[src/rtl/mole_pkg.sv]
// Shared types and helpers for the whack-a-mole spawner: FSM states, LFSR taps,
// and the reduction of a raw 5-bit random value to a legal, non-repeating mole index.
package mole_pkg;

  typedef enum logic [1:0] {IDLE, GAP, UP} state_e;

  // Fibonacci taps 16,14,13,11 expressed as a mask over q[15:0]
  localparam logic [15:0] LFSR_TAPS = 16'hB400;

  localparam int unsigned N_LEDS_DEFAULT = 18;

  function automatic logic [4:0] reduce_idx(input logic [4:0] r, input logic [4:0] prev,
                                            input int unsigned n);
    logic [5:0] t;
    t = {1'b0, r};
    if (t >= 6'(n)) t = t - 6'(n);
    if (t >= 6'(n)) t = t - 6'(n);
    // never light the same hole twice in a row
    if (t[4:0] == prev) t = (t == 6'(n - 1)) ? 6'd0 : t + 6'd1;
    return t[4:0];
  endfunction

endpackage

[src/rtl/lfsr16.sv]
// Free-running 16-bit Fibonacci LFSR; advances every clock regardless of game state.
module lfsr16
  import mole_pkg::*;
#(
  parameter logic [15:0] SEED = 16'hACE1
) (
  input  logic        clk,
  input  logic        rst,
  output logic [15:0] q
);

  logic [15:0] q_q;

  always_ff @(posedge clk or posedge rst) begin
    if (rst) q_q <= SEED;
    else     q_q <= {q_q[14:0], ^(q_q & LFSR_TAPS)};
  end

  assign q = q_q;

endmodule

[src/rtl/mole_spawner.sv]
// Mole spawner: lights one random LED for a shrinking up-window, clears early on hit,
// pulses miss on expiry, and keeps a fixed dark gap between moles.
module mole_spawner
  import mole_pkg::*;
#(
  parameter int unsigned N_LEDS     = N_LEDS_DEFAULT,
  parameter int unsigned UP_CYCLES  = 25_000_000,
  parameter int unsigned MIN_UP     = 5_000_000,
  parameter int unsigned UP_STEP    = 1_000_000,
  parameter int unsigned GAP_CYCLES = 12_500_000,
  parameter logic [15:0] LFSR_SEED  = 16'hACE1
) (
  input  logic              clk,
  input  logic              rst,
  input  logic              enable,
  input  logic              hit,
  output logic [N_LEDS-1:0] ledr,
  output logic [4:0]        mole_idx,
  output logic              mole_up,
  output logic              spawn,
  output logic              miss
);

  localparam int unsigned CNT_MAX = (UP_CYCLES > GAP_CYCLES) ? UP_CYCLES : GAP_CYCLES;
  localparam int unsigned CW      = $clog2(CNT_MAX + 1);

  localparam logic [CW-1:0] UP_INIT  = CW'(UP_CYCLES);
  localparam logic [CW-1:0] MIN_C    = CW'(MIN_UP);
  localparam logic [CW-1:0] STEP_C   = CW'(UP_STEP);
  localparam logic [CW-1:0] GAP_LAST = CW'(GAP_CYCLES - 1);
  localparam logic [CW-1:0] ONE      = CW'(1);

  state_e            state_q, state_d;
  logic [CW-1:0]     gap_cnt_q, gap_cnt_d;
  logic [CW-1:0]     up_cnt_q, up_cnt_d;
  logic [CW-1:0]     up_len_q, up_len_d;
  logic [4:0]        prev_idx_q, prev_idx_d;
  logic [N_LEDS-1:0] ledr_q, ledr_d;
  logic [4:0]        mole_idx_q, mole_idx_d;
  logic              mole_up_q, mole_up_d;
  logic              spawn_q, spawn_d;
  logic              miss_q, miss_d;

  logic [15:0]       lfsr_q;
  logic              unused_lfsr;
  logic [4:0]        new_idx;
  logic [CW-1:0]     shrunk_len;

  lfsr16 #(.SEED(LFSR_SEED)) u_lfsr (
    .clk (clk),
    .rst (rst),
    .q   (lfsr_q)
  );

  assign unused_lfsr = ^lfsr_q[15:5];

  // Saturating speed-up: never wraps below zero, never drops under the floor
  always_comb begin
    shrunk_len = (up_len_q > STEP_C) ? up_len_q - STEP_C : '0;
    if (shrunk_len < MIN_C) shrunk_len = MIN_C;
  end

  always_ff @(posedge clk or posedge rst) begin
    if (rst) begin
      state_q    <= IDLE;
      gap_cnt_q  <= '0;
      up_cnt_q   <= '0;
      up_len_q   <= UP_INIT;
      prev_idx_q <= 5'(N_LEDS - 1);
      ledr_q     <= '0;
      mole_idx_q <= '0;
      mole_up_q  <= 1'b0;
      spawn_q    <= 1'b0;
      miss_q     <= 1'b0;
    end else begin
      state_q    <= state_d;
      gap_cnt_q  <= gap_cnt_d;
      up_cnt_q   <= up_cnt_d;
      up_len_q   <= up_len_d;
      prev_idx_q <= prev_idx_d;
      ledr_q     <= ledr_d;
      mole_idx_q <= mole_idx_d;
      mole_up_q  <= mole_up_d;
      spawn_q    <= spawn_d;
      miss_q     <= miss_d;
    end
  end

  always_comb begin
    state_d    = state_q;
    gap_cnt_d  = gap_cnt_q;
    up_cnt_d   = up_cnt_q;
    up_len_d   = up_len_q;
    prev_idx_d = prev_idx_q;
    ledr_d     = ledr_q;
    mole_idx_d = mole_idx_q;
    mole_up_d  = mole_up_q;
    spawn_d    = 1'b0;
    miss_d     = 1'b0;
    new_idx    = reduce_idx(lfsr_q[4:0], prev_idx_q, N_LEDS);

    // Dropping enable aborts silently from any state
    if (!enable) begin
      state_d   = IDLE;
      ledr_d    = '0;
      mole_up_d = 1'b0;
    end else begin
      unique case (state_q)
        IDLE: begin
          state_d   = GAP;
          gap_cnt_d = GAP_LAST;
          up_len_d  = UP_INIT;
        end
        GAP: begin
          if (gap_cnt_q == '0) begin
            state_d    = UP;
            ledr_d     = N_LEDS'(1) << new_idx;
            mole_idx_d = new_idx;
            prev_idx_d = new_idx;
            mole_up_d  = 1'b1;
            spawn_d    = 1'b1;
            up_cnt_d   = up_len_q - ONE;
          end else begin
            gap_cnt_d = gap_cnt_q - ONE;
          end
        end
        UP: begin
          if (hit) begin
            state_d   = GAP;
            ledr_d    = '0;
            mole_up_d = 1'b0;
            gap_cnt_d = GAP_LAST;
            up_len_d  = shrunk_len;
          end else if (up_cnt_q == '0) begin
            state_d   = GAP;
            ledr_d    = '0;
            mole_up_d = 1'b0;
            gap_cnt_d = GAP_LAST;
            miss_d    = 1'b1;
          end else begin
            up_cnt_d = up_cnt_q - ONE;
          end
        end
        default: begin
          state_d   = IDLE;
          ledr_d    = '0;
          mole_up_d = 1'b0;
        end
      endcase
    end
  end

  assign ledr     = ledr_q;
  assign mole_idx = mole_idx_q;
  assign mole_up  = mole_up_q;
  assign spawn    = spawn_q;
  assign miss     = miss_q;

endmodule
[config.mk]
export PLATFORM = sky130hd
export DESIGN_NAME = mole_spawner
export DESIGN_NICKNAME = d
export VERILOG_FILES = /design/src/rtl/mole_pkg.sv /design/src/rtl/lfsr16.sv /design/src/rtl/mole_spawner.sv
export SDC_FILE = /design/constraint.sdc
export NUM_CORES = 1
export LEC_CHECK = 0
export ABC_AREA = 1
export BUFFER_PORTS_ARGS = -buffer_cell sky130_fd_sc_hd__buf_2
export CELL_PAD_IN_SITES_DETAIL_PLACEMENT = 1
export CELL_PAD_IN_SITES_GLOBAL_PLACEMENT = 1
export CORE_ASPECT_RATIO = 1.1
export CORE_UTILIZATION = 49
export CTS_CLUSTER_SIZE = 16
export DETAILED_ROUTE_END_ITERATION = 7
export GPL_ROUTABILITY_DRIVEN = 1
export GPL_TIMING_DRIVEN = 1
export PLACE_DENSITY_LB_ADDON = 0.1
export SYNTH_ARGS = -nofsm -noshare
export SYNTH_HDL_FRONTEND = slang
export SYNTH_HIERARCHICAL = 1
export SYNTH_SLANG_ARGS = --single-unit
[constraint.sdc]
create_clock -name clk -period 4.7 [get_ports clk]
set_clock_uncertainty 0.05 [all_clocks]
set_input_delay 0.235 -clock clk [delete_from_list [all_inputs] [get_ports clk]]
set_output_delay 0.235 -clock clk [all_outputs]
set_load 0.05 [all_outputs]
==> out/metrics.yaml, run 1 <==
design_area_um2: 7890
outcome: "finished clean"
syn_area_um2: 6950
root_buffer: "clkbuf_16"
ant_nets: 0
grt_pass1_vias: 6699
via_count: 6393
ys_seq_area_frac: 0.418
placed_area_um2: 7250
layout_common_cells: "nand2_1 (258), inv_1 (119), nor2_1 (113)"
core_area_um2: 13900
ir_worst_vdd_mv: 0.271
grt_use_total: 0.286
grt_max_degree: 55
numCtsBuffers: 17
wl_met1_mm: 8.52
gp_congestion: 0.828
io_pins: 30
required_ps: 4950
netlist_instances: 959
cts_tree: "built"
layout.nets: 1006
netlist.area_leader.share: 0.335
wl_met3_um: 539
rows: 45
synth_fp_nets: 972
maxSlewViolCount: 0
wl_met2_mm: 9.65
numPortBuffers: 29
grt.overflow.total: 0
max_freq_mhz: 308
grt_pass1_wl_mm: 32.5
syn_to_final_growth_pct: 13.4
critPathKind: "reg -> reg"
wirelength_mm: 19.1
synth-async-reset-ratio: 1.00
cts.sinks: 115
synth-seq-cells: 115
fp.dieH_um: 127
antenna_cells: 0
worstMarginPinSlew_ps: 770
routedWlPerCell_um: 16.0
clockBufferDepth: 2
die_w_um: 116
clk_latency_ps: 420
hold_viol: 0
cts_setup_buffers: 0
setup_ws_ps: 1460
cp-end-kind: "flop"
initial_utilization: 0.502
maxSlewHeadroom: 0.485
place_ws_ps: 1540
startpoint_type: "flop"
first_pass_iters: 4
antenna_found_initial: 1
yosys_warnings: 6
layout_commonest_cell: "nand2_1"
synthFlopType: "dfrtp_1"
rsz0062_at_grt: "false"
drc: 0
p_per_area_nw_per_um2: 331
finalCritPeriodShare: 0.690
hold_path.class: "in -> reg"
crit_fanout: 26
power.leakage_nw: 4.01
arrival_ps: 3490
dp_hpwl_mm: 13.9
syn_area_per_cell_um2: 7.25
cts_max_level: 4
path_clk_slew_ps: 60
highest_layer: "met5"
drt_iter0_markers: 362
synth_edf_count: 0
drive_above_1_share: 0.140
vias_per_cell: 5.35
synth_top_area_cell: "dfrtp_1"
ys_top_cells_by_area: "dfrtp_1 (33%), nand2_1 (14%), dfstp_2 (8.3%), inv_1 (6.5%), nor2_1 (6.1%)"
ys_types: 47
fin_setup_tns_ps: 0
dieArea_um2: 14700
fill_cells: 1839
layout_min_cycle_time_ps: 3240
cap_violations: 0
setup_violations: 0
## sequential cells by signal (all words and copies together) (netlist names)
| register | count |
|---|---|
| u_lfsr/q | 16 |
| mole_up | 1 |
| up_cnt_q | 25 |
| prev_idx_q | 5 |
| spawn | 1 |
| miss | 1 |
| state_q | 2 |
| mole_idx | 2 |
| ledr | 18 |
| gap_cnt_q | 25 |
| up_len_q | 19 |
## path summary, 6_finish.rpt
check                      slack (ps)  cells after the start                     start                   endpoint
setup / recovery                 1460                     13  up_cnt_q[15]$_DFFE_PP0P_  gap_cnt_q[20]$_DFFE_PP0P_
hold / removal                     20                      2                       hit             miss$_DFF_PP0_
setup reg to reg                 1460                     13  up_cnt_q[15]$_DFFE_PP0P_  gap_cnt_q[20]$_DFFE_PP0P_
hold reg to reg                   300                      0     u_lfsr/q[8]$_DFF_PP0_      u_lfsr/q[9]$_DFF_PP0_
max in group asynchronous        3090                      4                       rst        ledr[4]$_DFFE_PP0P_
min in group asynchronous         400                      3                       rst     u_lfsr/q[14]$_DFF_PP0_
## cells in the mapped netlist, drive strengths merged (2+ instances only)
cell and count:
dfrtp 93, nor2 121, dfstp 22, nor4 11, or2 3, nor3 18
a22oi 5, nand3b 8, xor2 21, o211ai 3, nand3 69, nand4 21
o21ai 80, and3 2, clkinv 2, clkbuf 8, o31ai 5, nand2 269
inv 133, a211oi 2, ha 9, buf 12, a31oi 7, xnor2 7
a21oi 22
## timing repair
| action | in CTS | in global routing |
|---|---|---|
| hold buffers | 1 | 0 |
| endpoints found under the hold margin | 60 | 0 |
| gates resized for setup | 0 | 0 |
## cell type report
type | instances | area, um^2 | share of cell area
Inverter | 135 | 509 | 0.0646
Timing Repair Buffer | 35 | 193 | 0.0244
Clock inverter | 14 | 186 | 0.0236
Clock buffer | 18 | 439 | 0.0557
Sequential cell | 115 | 2910 | 0.368
Tap cell | 188 | 235 | 0.0298
Multi-Input combinational cell | 689 | 3420 | 0.434
## power breakdown
| part | leakage [nW] | internal, mW | total (mW) | switching, mW |
|---|---|---|---|---|
| Sequential | 1.40 | 1.03 | 1.07 | 0.0378 |
| Combinational | 2.32 | 0.0448 | 0.165 | 0.120 |
| Clock | 0.294 | 0.895 | 1.38 | 0.480 |
## cell families after synthesis
| group | share of synthesized area |
|---|---|
| XOR/XNOR | 0.0353 |
| flip-flops | 0.418 |
| buffers and inverters | 0.0905 |
| AND/OR/NAND/NOR | 0.336 |
| adder cells (fa/ha/maj) | 0.0162 |
| AO/OA/AOI/OAI | 0.104 |
## layer usage
| metal | vias up | global-route usage |
|---|---|---|
| met5 | - | 0 |
| met4 | 2 | 0.0993 |
| met3 | 38 | 0.0597 |
| met2 | 87 | 0.497 |
| met1 | 3110 | 0.346 |
| li1 | 3156 | - |
## worst max-delay path, stage by stage (launching register included)
cell and delay, ps:
dfrtp_1 400, nor4_1 310, nand4_1 170, nor2_1 130, nand4_1 140, nand2_1 130
o21ai_0 80, buf_4 200, nand2_1 580, inv_1 260, nor2_1 310, nand3_1 140
a21oi_1 140, o21ai_0 90
## through the flow
step                power, mW  instances  hold WS [ps]  utilization
global placement         1.24       1161           282        0.524
CTS                      2.63       1194          10.2        0.569
global route             2.70       1194          17.6        0.569
detailed placement       1.25       1161           289        0.524
floorplan                1.20        959          93.0            -
finish                   2.61       1194          16.0        0.569
Power figures use the tool's default switching activity.
==> run 2: changes to the inputs <==
--- a/config.mk
+++ b/config.mk
@@ -10,7 +10,7 @@
 export CELL_PAD_IN_SITES_DETAIL_PLACEMENT = 1
 export CELL_PAD_IN_SITES_GLOBAL_PLACEMENT = 1
 export CORE_ASPECT_RATIO = 1.1
-export CORE_UTILIZATION = 49
+export CORE_UTILIZATION = 41
 export CTS_CLUSTER_SIZE = 16
 export DETAILED_ROUTE_END_ITERATION = 7
 export GPL_ROUTABILITY_DRIVEN = 1
==> constraint.sdc (replaced) <==
create_clock -name clk -period 2.8 [get_ports clk]
set_clock_uncertainty 0.05 [all_clocks]
set_input_delay 0.14 -clock clk [delete_from_list [all_inputs] [get_ports clk]]
set_output_delay 0.14 -clock clk [all_outputs]
set_load 0.05 [all_outputs]
==> run 2 against run 1 <==
The run now ends with setup timing left; routed wire length increased by 22%; via count increased by 8.8%; setup slack got worse by 1600 ps; power increased by 67%; maximum frequency increased by 11%; final cell count increased by 10%; critical endpoint is now ledr[16]$_DFFE_PP0P_; largest power group unchanged.
==> out/metrics.yaml, run 2 (synthesis results as in run 1) <==
numCtsBuffers: 17
numPortBuffers: 29
rsz0062_at_grt: "true"
routedWlPerCell_um: 17.7
ant_nets: 0
clk_latency_ps: 420
die_w_um: 126
r2r_cells: 23
vias_per_cell: 5.28
reg2reg_to: "ledr[16]$_DFFE_PP0P_"
drive_above_1_share: 0.316
drt_iter0_markers: 313
seqPwrFrac: 0.413
required_ps: 3100
cap_violations: 0
core_area_um2: 16500
ir_worst_vdd_mv: 0.458
io_pins: 30
multiInputGateArea_um2: 3930
cts.sinks: 115
final_util: 0.565
drc: 0
wirelength_mm: 23.3
layout_commonest_cell: "nand2_1"
cts_max_level: 4
arrival_ps: 3230
grt.overflow.total: 0
grt_pass1_wl_mm: 35.4
dieArea_um2: 17500
critPathKind: "reg -> reg"
power.leakage_nw: 4.67
setup_violations: 24
comb_power_share: 0.075
violations: "setup timing"
first_pass_iters: 4
rrSetupSlack_ps: -120
grt_pass1_vias: 7333
finalCritPeriodShare: 1.04
power_switching_share: 0.257
layout_common_cells: "nand2_1 (218), inv_1 (104), buf_4 (96)"
max_freq_mhz: 342
initial_utilization: 0.422
clockPowerShare: 0.513
reg_top3: "gap_cnt_q (25), up_cnt_q (25), up_len_q (19)"
fin_setup_tns_ps: -802
place_ws_ps: -71.5
outcome: "finished, violations left"
grt_use_total: 0.254
layout_min_cycle_time_ps: 2920
hold_path.class: "in -> async"
seq_area_um2: 2910
dpl.cell_count: 1256
r2r_start: "u_lfsr/q[1]$_DFF_PP0_"
maxSlewHeadroom: 0.623
fill_cells: 2052
path_clk_slew_ps: 60
via_count: 6956
syn_to_final_growth_pct: 34.0
dp_hpwl_mm: 15.3
rows: 49
total_power_mw: 4.37
cp-end-kind: "flop"
p_sw_mw: 1.12
gp_congestion: 0.844
cts_tree: "built"
clockBufferDepth: 2
startpoint_type: "flop"
antenna_found_initial: 0
layout.nets: 1114
instances_no_fill: 1318
grt_max_degree: 48
fp.dieH_um: 139
hold_viol: 0
crit_fanout: 4
worstMarginPinSlew_ps: 565
p_per_area_nw_per_um2: 469
maxSlewViolCount: 0
setup_ws_ps: -123
p_int_mw: 3.25
root_buffer: "clkbuf_16"
antenna_cells: 0
## run 2: power by group through the flow
stage          Combinational [mW]  Clock [mW]  Sequential, mW
6_report                    0.327        2.24            1.80
5_1_grt                     0.368        2.34            1.81
4_1_cts                     0.312        2.29            1.80
3_5_place_dp                0.299           0            1.83
3_3_place_gp                0.292           0            1.82
2_1_floorplan               0.201           0            1.81
## run 2: metrics by stage
stage | cell area, um^2 | hold WS (ps)
finish | 9320 | 223
global route | 9320 | 267
CTS | 8620 | 218
detailed placement | 7890 | 117
global placement | 7890 | 114
floorplan | 6950 | -1.99
## run 2: timing repair
action                     CTS  global route
hold endpoints to repair    36             0
hold buffers                 3             0
gates cloned                 0             2
pin swaps                    6            52
setup endpoints to repair   34            47
buffers inserted             3            22
gates resized for setup     23           135
## run 2: critical path: stages (launching register included)
cell     delay, ps
dfrtp_1        460
ha_4           210
nand2_4         60
nand3_4         90
nand2_4        100
nand2_4         70
nand2_4         80
buf_6          110
nand2_1         70
nand3_2         80
nand2_2         90
inv_2          100
ha_4           140
nand3_2         70
nor2_2         120
nand2_2         80
nand2_1        110
nand3_2        110
nand2_4        140
nand2_4         90
nor2_4         140
buf_6          110
nand4_1         70
nand2_1         80
## run 2: layout make-up
| cell class | instances | share of cell area |
|---|---|---|
| Multi-Input combinational cell | 690 | 0.422 |
| Inverter | 135 | 0.0561 |
| Clock buffer | 17 | 0.0457 |
| Tap cell | 204 | 0.0274 |
| Clock inverter | 15 | 0.0195 |
| Sequential cell | 115 | 0.312 |
| Timing Repair Buffer | 142 | 0.117 |
## run 2: worst max-delay path by stage
stage / startpoint / cells after the start / endpoint / slack (ps)
after floorplan: rst / 1 / gap_cnt_q[0]$_DFFE_PP0P_ / 40
after global placement: u_lfsr/q[2]$_DFF_PP0_ / 24 / ledr[4]$_DFFE_PP0P_ / 20
after detailed placement: u_lfsr/q[2]$_DFF_PP0_ / 18 / ledr[8]$_DFFE_PP0P_ / -70
after CTS: u_lfsr/q[0]$_DFF_PP1_ / 19 / ledr[8]$_DFFE_PP0P_ / 3
after global routing: u_lfsr/q[1]$_DFF_PP0_ / 23 / ledr[0]$_DFFE_PP0P_ / -230
final: u_lfsr/q[1]$_DFF_PP0_ / 23 / ledr[16]$_DFFE_PP0P_ / -120
## run 2: metal layers
layer	global-route usage	routed length (um)	vias to the layer above
met4	0.0958	842	0
li1	-	-	3368
met1	0.293	9480	3438
met3	0.0409	434	56
met2	0.466	12600	94
met5	0	0	-
